`config.mk`:
```
export PLATFORM = sky130hd
export DESIGN_NAME = wts_channel_mixer
export DESIGN_NICKNAME = d
export VERILOG_FILES = /design/src/rtl/wts_channel_mixer.sv
export SDC_FILE = /design/constraint.sdc
export NUM_CORES = 1
export LEC_CHECK = 0
export BUFFER_PORTS_ARGS = -buffer_cell sky130_fd_sc_hd__buf_2
export CORE_MARGIN = 5
export CORE_UTILIZATION = 45
export CTS_CLUSTER_SIZE = 40
export DETAILED_ROUTE_END_ITERATION = 8
export PLACE_DENSITY = 0.63
export SLEW_MARGIN = 20
export SYNTH_ARGS = -nofsm -noshare
export SYNTH_HDL_FRONTEND = slang
export SYNTH_SLANG_ARGS = --single-unit
```
`constraint.sdc`:
```
create_clock -name clk -period 7.8 [get_ports clk]
set_clock_uncertainty 0.15 [all_clocks]
set_input_delay 0.78 -clock clk [delete_from_list [all_inputs] [get_ports clk]]
set_output_delay 0.78 -clock clk [all_outputs]
set_load 0.01 [all_outputs]
```
`src/rtl/wts_channel_mixer.sv`:
```
// wts_channel_mixer
// Sums the enabled channels of each time-multiplexed frame of signed 8-bit
// samples and presents one signed mixed sample per completed frame.
// Optional feature macro: WTS_MIXER_LPF_EN. When defined, each new output is
// the average of the previous output and the new frame sum, using an
// arithmetic shift that rounds toward -inf.
// The frame sum is kept at full precision and is never clipped.

module wts_channel_mixer #(
    parameter int NUM_CH = 5,
    parameter int MIX_W  = 11
) (
    input  logic                     clk,
    input  logic                     reset,
    input  logic                     frame_start,
    input  logic                     channel_valid,
    input  logic signed [7:0]        channel,
    input  logic [NUM_CH-1:0]        reg_channel_mask,
    output logic signed [MIX_W-1:0]  mix_out,
    output logic                     mix_valid,
    output logic                     frame_err
);

    // Width of the accumulator. Its range always covers NUM_CH * [-128, 127].
    localparam int ACC_W  = 8 + $clog2(NUM_CH);
    // Width of the slot index. It must also hold the idle value NUM_CH.
    localparam int SLOT_W = $clog2(NUM_CH + 1);
    localparam logic [SLOT_W-1:0] SLOT_IDLE = SLOT_W'(NUM_CH);
    localparam logic [SLOT_W-1:0] SLOT_LAST = SLOT_W'(NUM_CH - 1);
    localparam logic [SLOT_W-1:0] SLOT_ONE  = SLOT_W'(1);

    // Reject configurations the datapath cannot represent.
    generate
        if (NUM_CH < 2 || NUM_CH > 8) begin : g_bad_num_ch
            $error("wts_channel_mixer: NUM_CH must be in 2..8");
        end
        if (MIX_W < ACC_W) begin : g_bad_mix_w
            $error("wts_channel_mixer: MIX_W must be >= 8+clog2(NUM_CH)");
        end
    endgenerate

    // Registered state.
    logic [SLOT_W-1:0]        slot_r;
    logic signed [ACC_W-1:0]  acc_r;
    logic signed [MIX_W-1:0]  mix_out_r;
    logic                     mix_valid_r;
    logic                     frame_err_r;

    // Combinational datapath.
    logic [SLOT_W-1:0]        slot_idx_s;
    logic                     mask_bit_s;
    logic signed [ACC_W-1:0]  term_s;
    logic signed [ACC_W-1:0]  acc_sum_s;
    logic signed [MIX_W-1:0]  result_s;
`ifdef WTS_MIXER_LPF_EN
    logic signed [MIX_W:0]    lpf_sum_s;
`endif

    // Select this beat's mask bit and term, and form the running sum and the next output value.
    always_comb begin
        // A frame_start beat is always slot 0, whatever slot the counter holds.
        slot_idx_s = frame_start ? '0 : slot_r;
        mask_bit_s = 1'b0;
        for (int i = 0; i < NUM_CH; i++) begin
            mask_bit_s = mask_bit_s | (reg_channel_mask[i] & (slot_idx_s == SLOT_W'(i)));
        end
        term_s    = mask_bit_s ? ACC_W'(channel) : '0;
        acc_sum_s = acc_r + term_s;
`ifdef WTS_MIXER_LPF_EN
        // Compute one bit wider so the average of two MIX_W values cannot overflow.
        lpf_sum_s = (MIX_W + 1)'(mix_out_r) + (MIX_W + 1)'(acc_sum_s);
        result_s  = lpf_sum_s[MIX_W:1];
`else
        result_s  = MIX_W'(acc_sum_s);
`endif
    end

    // Track the slot, accumulate terms, and emit the mix and framing-error pulses.
    always_ff @(posedge clk or posedge reset) begin
        if (reset) begin
            slot_r      <= SLOT_IDLE;
            acc_r       <= '0;
            mix_out_r   <= '0;
            mix_valid_r <= 1'b0;
            frame_err_r <= 1'b0;
        end else begin
            mix_valid_r <= 1'b0;
            frame_err_r <= 1'b0;
            if (channel_valid) begin
                if (frame_start) begin
                    // A restart before the last slot discards the partial frame.
                    acc_r       <= term_s;
                    slot_r      <= SLOT_ONE;
                    frame_err_r <= (slot_r != SLOT_IDLE);
                end else if (slot_r == SLOT_IDLE) begin
                    // A sample arrived with no open frame, so it is dropped.
                    frame_err_r <= 1'b1;
                end else if (slot_r == SLOT_LAST) begin
                    acc_r       <= acc_sum_s;
                    mix_out_r   <= result_s;
                    mix_valid_r <= 1'b1;
                    slot_r      <= SLOT_IDLE;
                end else begin
                    acc_r       <= acc_sum_s;
                    slot_r      <= slot_r + SLOT_ONE;
                end
            end
        end
    end

    assign mix_out   = mix_out_r;
    assign mix_valid = mix_valid_r;
    assign frame_err = frame_err_r;

endmodule
```
==> key figures <==
Synthesis
  – Syn. warnings: 0
  – Seq/Total Area, Yosys: 37.8%
  – Seq cells post-synth: 27
  – Synth Flop Type: dfrtp_1
  – Mapped Area: 1790 um2
  – Syn Inst Count: 193
  – Syn avg cell area: 9.29 um2
  – Synth Net Count: 226
  – Post-synth EDFFs: 0
  – Synth cell types: 45
  – Asr flop ratio synth: 100%

Worst setup path
  – Worst R2R Start: slot_r[0]
  – Largest stage delay, worst path: 0.42 ns
  – CP max stage cell: o21ai_1
  – Crit. End Element: flip-flop
  – Most used cell, CP: inv_1
  – Maximum fanout along the worst path: 24
  – Crit path max-delay family: compound AO/OA/AOI/OAI gates
  – Crit path to: acc_r[10]
  – Kind of critical path: in2reg
  – Worst Path Arrival: 4.33 ns
  – Crit path launch: frame_start
  – Buffer and inverter count on the worst path: 3
  – Worst endpoint required time: 7.80 ns
  – Critical Path Stages: 14
  – Reg2reg setup slack: 3.75 ns
  – Worst setup SP type: input port
  – Worst r2r path cells: 13
  – Crit-path cells: buf_2, inv_1, a311oi_2, o21ai_1, and2_1, ha_1, inv_1, fa_1, nand2b_1, a21oi_1, a31oi_1, o21ai_4, mux2_2, or3_1
  – Reg2Reg Capture Point: acc_r[10]

Placement
  – HPWL after DPL: 2790 um
  – Post-DP Area: 1960 um2
  – Number of port buffers: 29
  – Routability congestion estimate from global placement: 0.849

Die
  – Die Wd: 73.1 um
  – Core footprint: 3940 um2
  – Initial core utilization: 45.5%
  – Chip height: 73.1 um
  – Die ar.: 5350 um2
  – Site row count: 23
  – IO Pins: 30

Power
  – Switching pwr: 266 uW
  – Internal cell power: 369 uW
  – Sw Share: 41.9%
  – Comb pwr share: 50.8%
  – Clock power share: 12.7%
  – Register share of total power: 36.5%
  – VDD IR-drop max: 0.128 mV
  – Leakage Power: 0.000957 uW
  – Power Dens Cells: 317 nW/um2

Cells and area
  – Nets: 253
  – Layout cell share with drive strength beyond 1: 21.5%
  – Area growth syn-to-layout: 11.9%
  – Non-Filler Cell Area, Final: 2010 um2
  – Antenna Cells: 0

Clock network
  – CTS buffer count: 3
  – Clk buf depth: 2
  – # H-tree levels: 1
  – Cts hold-fix bufs: 0
  – Sink Count: 27
  – Clock latency at the later pin of the worst-skew pair: 0.27 ns
  – TritonCTS clock tree: done
  – # resized after CTS: 0
  – Postcts setup bufs: 0
  – Clk slew on worst S/H paths: 0.09 ns
  – Root Buffer: clkbuf_8

STA
  – Final min period: 4.33 ns
  – RSZ-0062 raised after global routing: false
  – Final Max Slew Viols: 0
  – Period utilization: 55.5%
  – Setup total negative slack: 0 ns
  – Final setup viols: 0
  – Least-Margin Pin Slew: 0.764 ns
  – Max Freq: 231 MHz
  – Max-slew headroom: 48.9%
  – Final hold violation count: 0

Global routing
  – First-pass GRT wire length: 6410 um
  – Grt ovf: 0
  – Initial antenna violation count: 0
  – Largest net degree at the start of global routing: 28
  – GRT Overall Usage: 15.1%
  – Vias in the first global route: 1359

Route
  – Wirelength, routed: 3640 um
  – Met3 WL: 180 um
  – Max layer used: met4
  – Metal2 WL: 1660 um
  – Routed vias/inst: 5.35
  – Met1 WL: 1780 um
  – Total number of vias: 1440
  – DRT Pass-1 Iters: 4
  – Wire per inst: 13.5 um
  – DRC: 0
  – DRT iter0 DRCs: 66
  – Antenna-violating nets left: 0

Hold path
  – Hold crit path type: reg2reg

Status
  – Status: finished, final reports clean

Job
  – Number of max-cap violations: 0
[power groups by stage]
stage / registers (uW) / clock network [uW] / logic [uW]
after floorplan: 240 / 0 / 234
after global placement: 234 / 0 / 324
after detailed placement: 236 / 0 / 324
after CTS: 233 / 84.0 / 325
after global routing: 242 / 89.6 / 370
final: 232 / 81.0 / 323
[sequential cells by signal, indices dropped and copies added (netlist names)]
register and count:
acc_r 11, frame_err 1, mix_out 11, mix_valid 1, slot_r 3
[metrics by stage]
step | power, uW | instances | setup WS (ns) | hold WS, ns | utilization, %
final | 636 | 269 | 3.47 | 0.329 | 50.9
after global routing | 701 | 269 | 3.18 | 0.357 | 50.9
after CTS | 642 | 269 | 3.45 | 0.337 | 50.9
after detailed placement | 560 | 265 | 3.15 | 0.315 | 49.7
after global placement | 558 | 265 | 3.29 | 0.306 | 49.7
after floorplan | 474 | 193 | 3.87 | 0.306 | -
[cells in the mapped netlist (2+ instances only)]
| cell type | n | area share (%) |
|---|---|---|
| o21a_1 | 3 | 1.3 |
| a21oi_1 | 15 | 4.2 |
| xor2_1 | 7 | 3.4 |
| inv_1 | 9 | 1.9 |
| nor2_1 | 13 | 2.7 |
| a22oi_1 | 2 | 0.84 |
| o211ai_1 | 2 | 0.84 |
| dfstp_2 | 2 | 2.9 |
| xnor2_1 | 3 | 1.5 |
| nand2_1 | 21 | 4.4 |
| a21o_1 | 2 | 0.84 |
| ha_1 | 15 | 10 |
| mux2_2 | 3 | 1.9 |
| nor3_1 | 4 | 1.1 |
| nand4_1 | 2 | 0.70 |
| and2_1 | 7 | 2.4 |
| nand3_1 | 3 | 0.84 |
| nand2b_1 | 2 | 0.70 |
| buf_6 | 2 | 1.3 |
| clkbuf_1 | 5 | 1.0 |
| o21ai_0 | 17 | 4.7 |
| dfrtp_1 | 25 | 35 |
| nor3b_1 | 2 | 0.84 |
| o31ai_1 | 2 | 0.84 |
| and3_1 | 3 | 1.0 |
| a31oi_1 | 2 | 0.70 |
| a2111oi_0 | 2 | 0.98 |
[worst min path at each step]
| stage | startpoint | endpoint | depth (start not counted) |
|---|---|---|---|
| 4_1_cts | mix_out[7] | mix_out[7] | 2 |
| 6_report | mix_out[7] | mix_out[7] | 2 |
| 3_3_place_gp | mix_out[5] | mix_out[5] | 2 |
| 3_5_place_dp | mix_out[5] | mix_out[5] | 2 |
| 2_1_floorplan | acc_r[3] | acc_r[3] | 2 |
| 5_1_grt | mix_out[10] | mix_out[10] | 2 |
[layout by cell type, fill, tap and decap left out, types with 4 or more instances in the layout]
master    n
o21ai_0  17
a21oi_1  15
buf_2    29
nor3_1    4
nand2_1  21
ha_1     15
nor2_1   13
inv_1     8
xor2_1    7
and2_1    7
dfrtp_1  25
[per-layer routing]
metal	global-route usage, %	vias up
met5	0	-
met4	3.07	0
met3	3.17	2
met2	23.5	29
met1	21.6	677
li1	-	732
[cell families after synthesis]
kind of cell | Yosys count | synth area share [%]
AND/OR/NAND/NOR | 64 | 18.3
XOR/XNOR | 10 | 4.89
flip-flops | 27 | 37.8
adder cells (fa/ha/maj) | 16 | 11.6
buffers and inverters | 16 | 4.19
AO/OA/AOI/OAI | 56 | 20.8
multiplexers | 4 | 2.44
[cell type report]
type | count | area (um2)
multi-input combinational | 150 | 1040
clock inverter | 1 | 5.00
clock buffer | 3 | 41.3
inverter | 9 | 33.8
tap | 50 | 62.6
sequential | 27 | 678
fill | 393 | 1940
timing repair buffer | 29 | 145
[worst reg2reg max path, cell delays in order (launching register included)]
cell	delay, ns
dfstp_2	0.61
mux2_2	0.18
a311oi_2	0.13
o21ai_1	0.43
and2_1	0.22
ha_1	0.21
inv_1	0.07
fa_1	0.39
nand2b_1	0.16
a21oi_1	0.25
a31oi_1	0.21
o21ai_4	0.23
mux2_2	0.35
or3_1	0.36
Note: power is estimated with default switching activity, not from simulation.
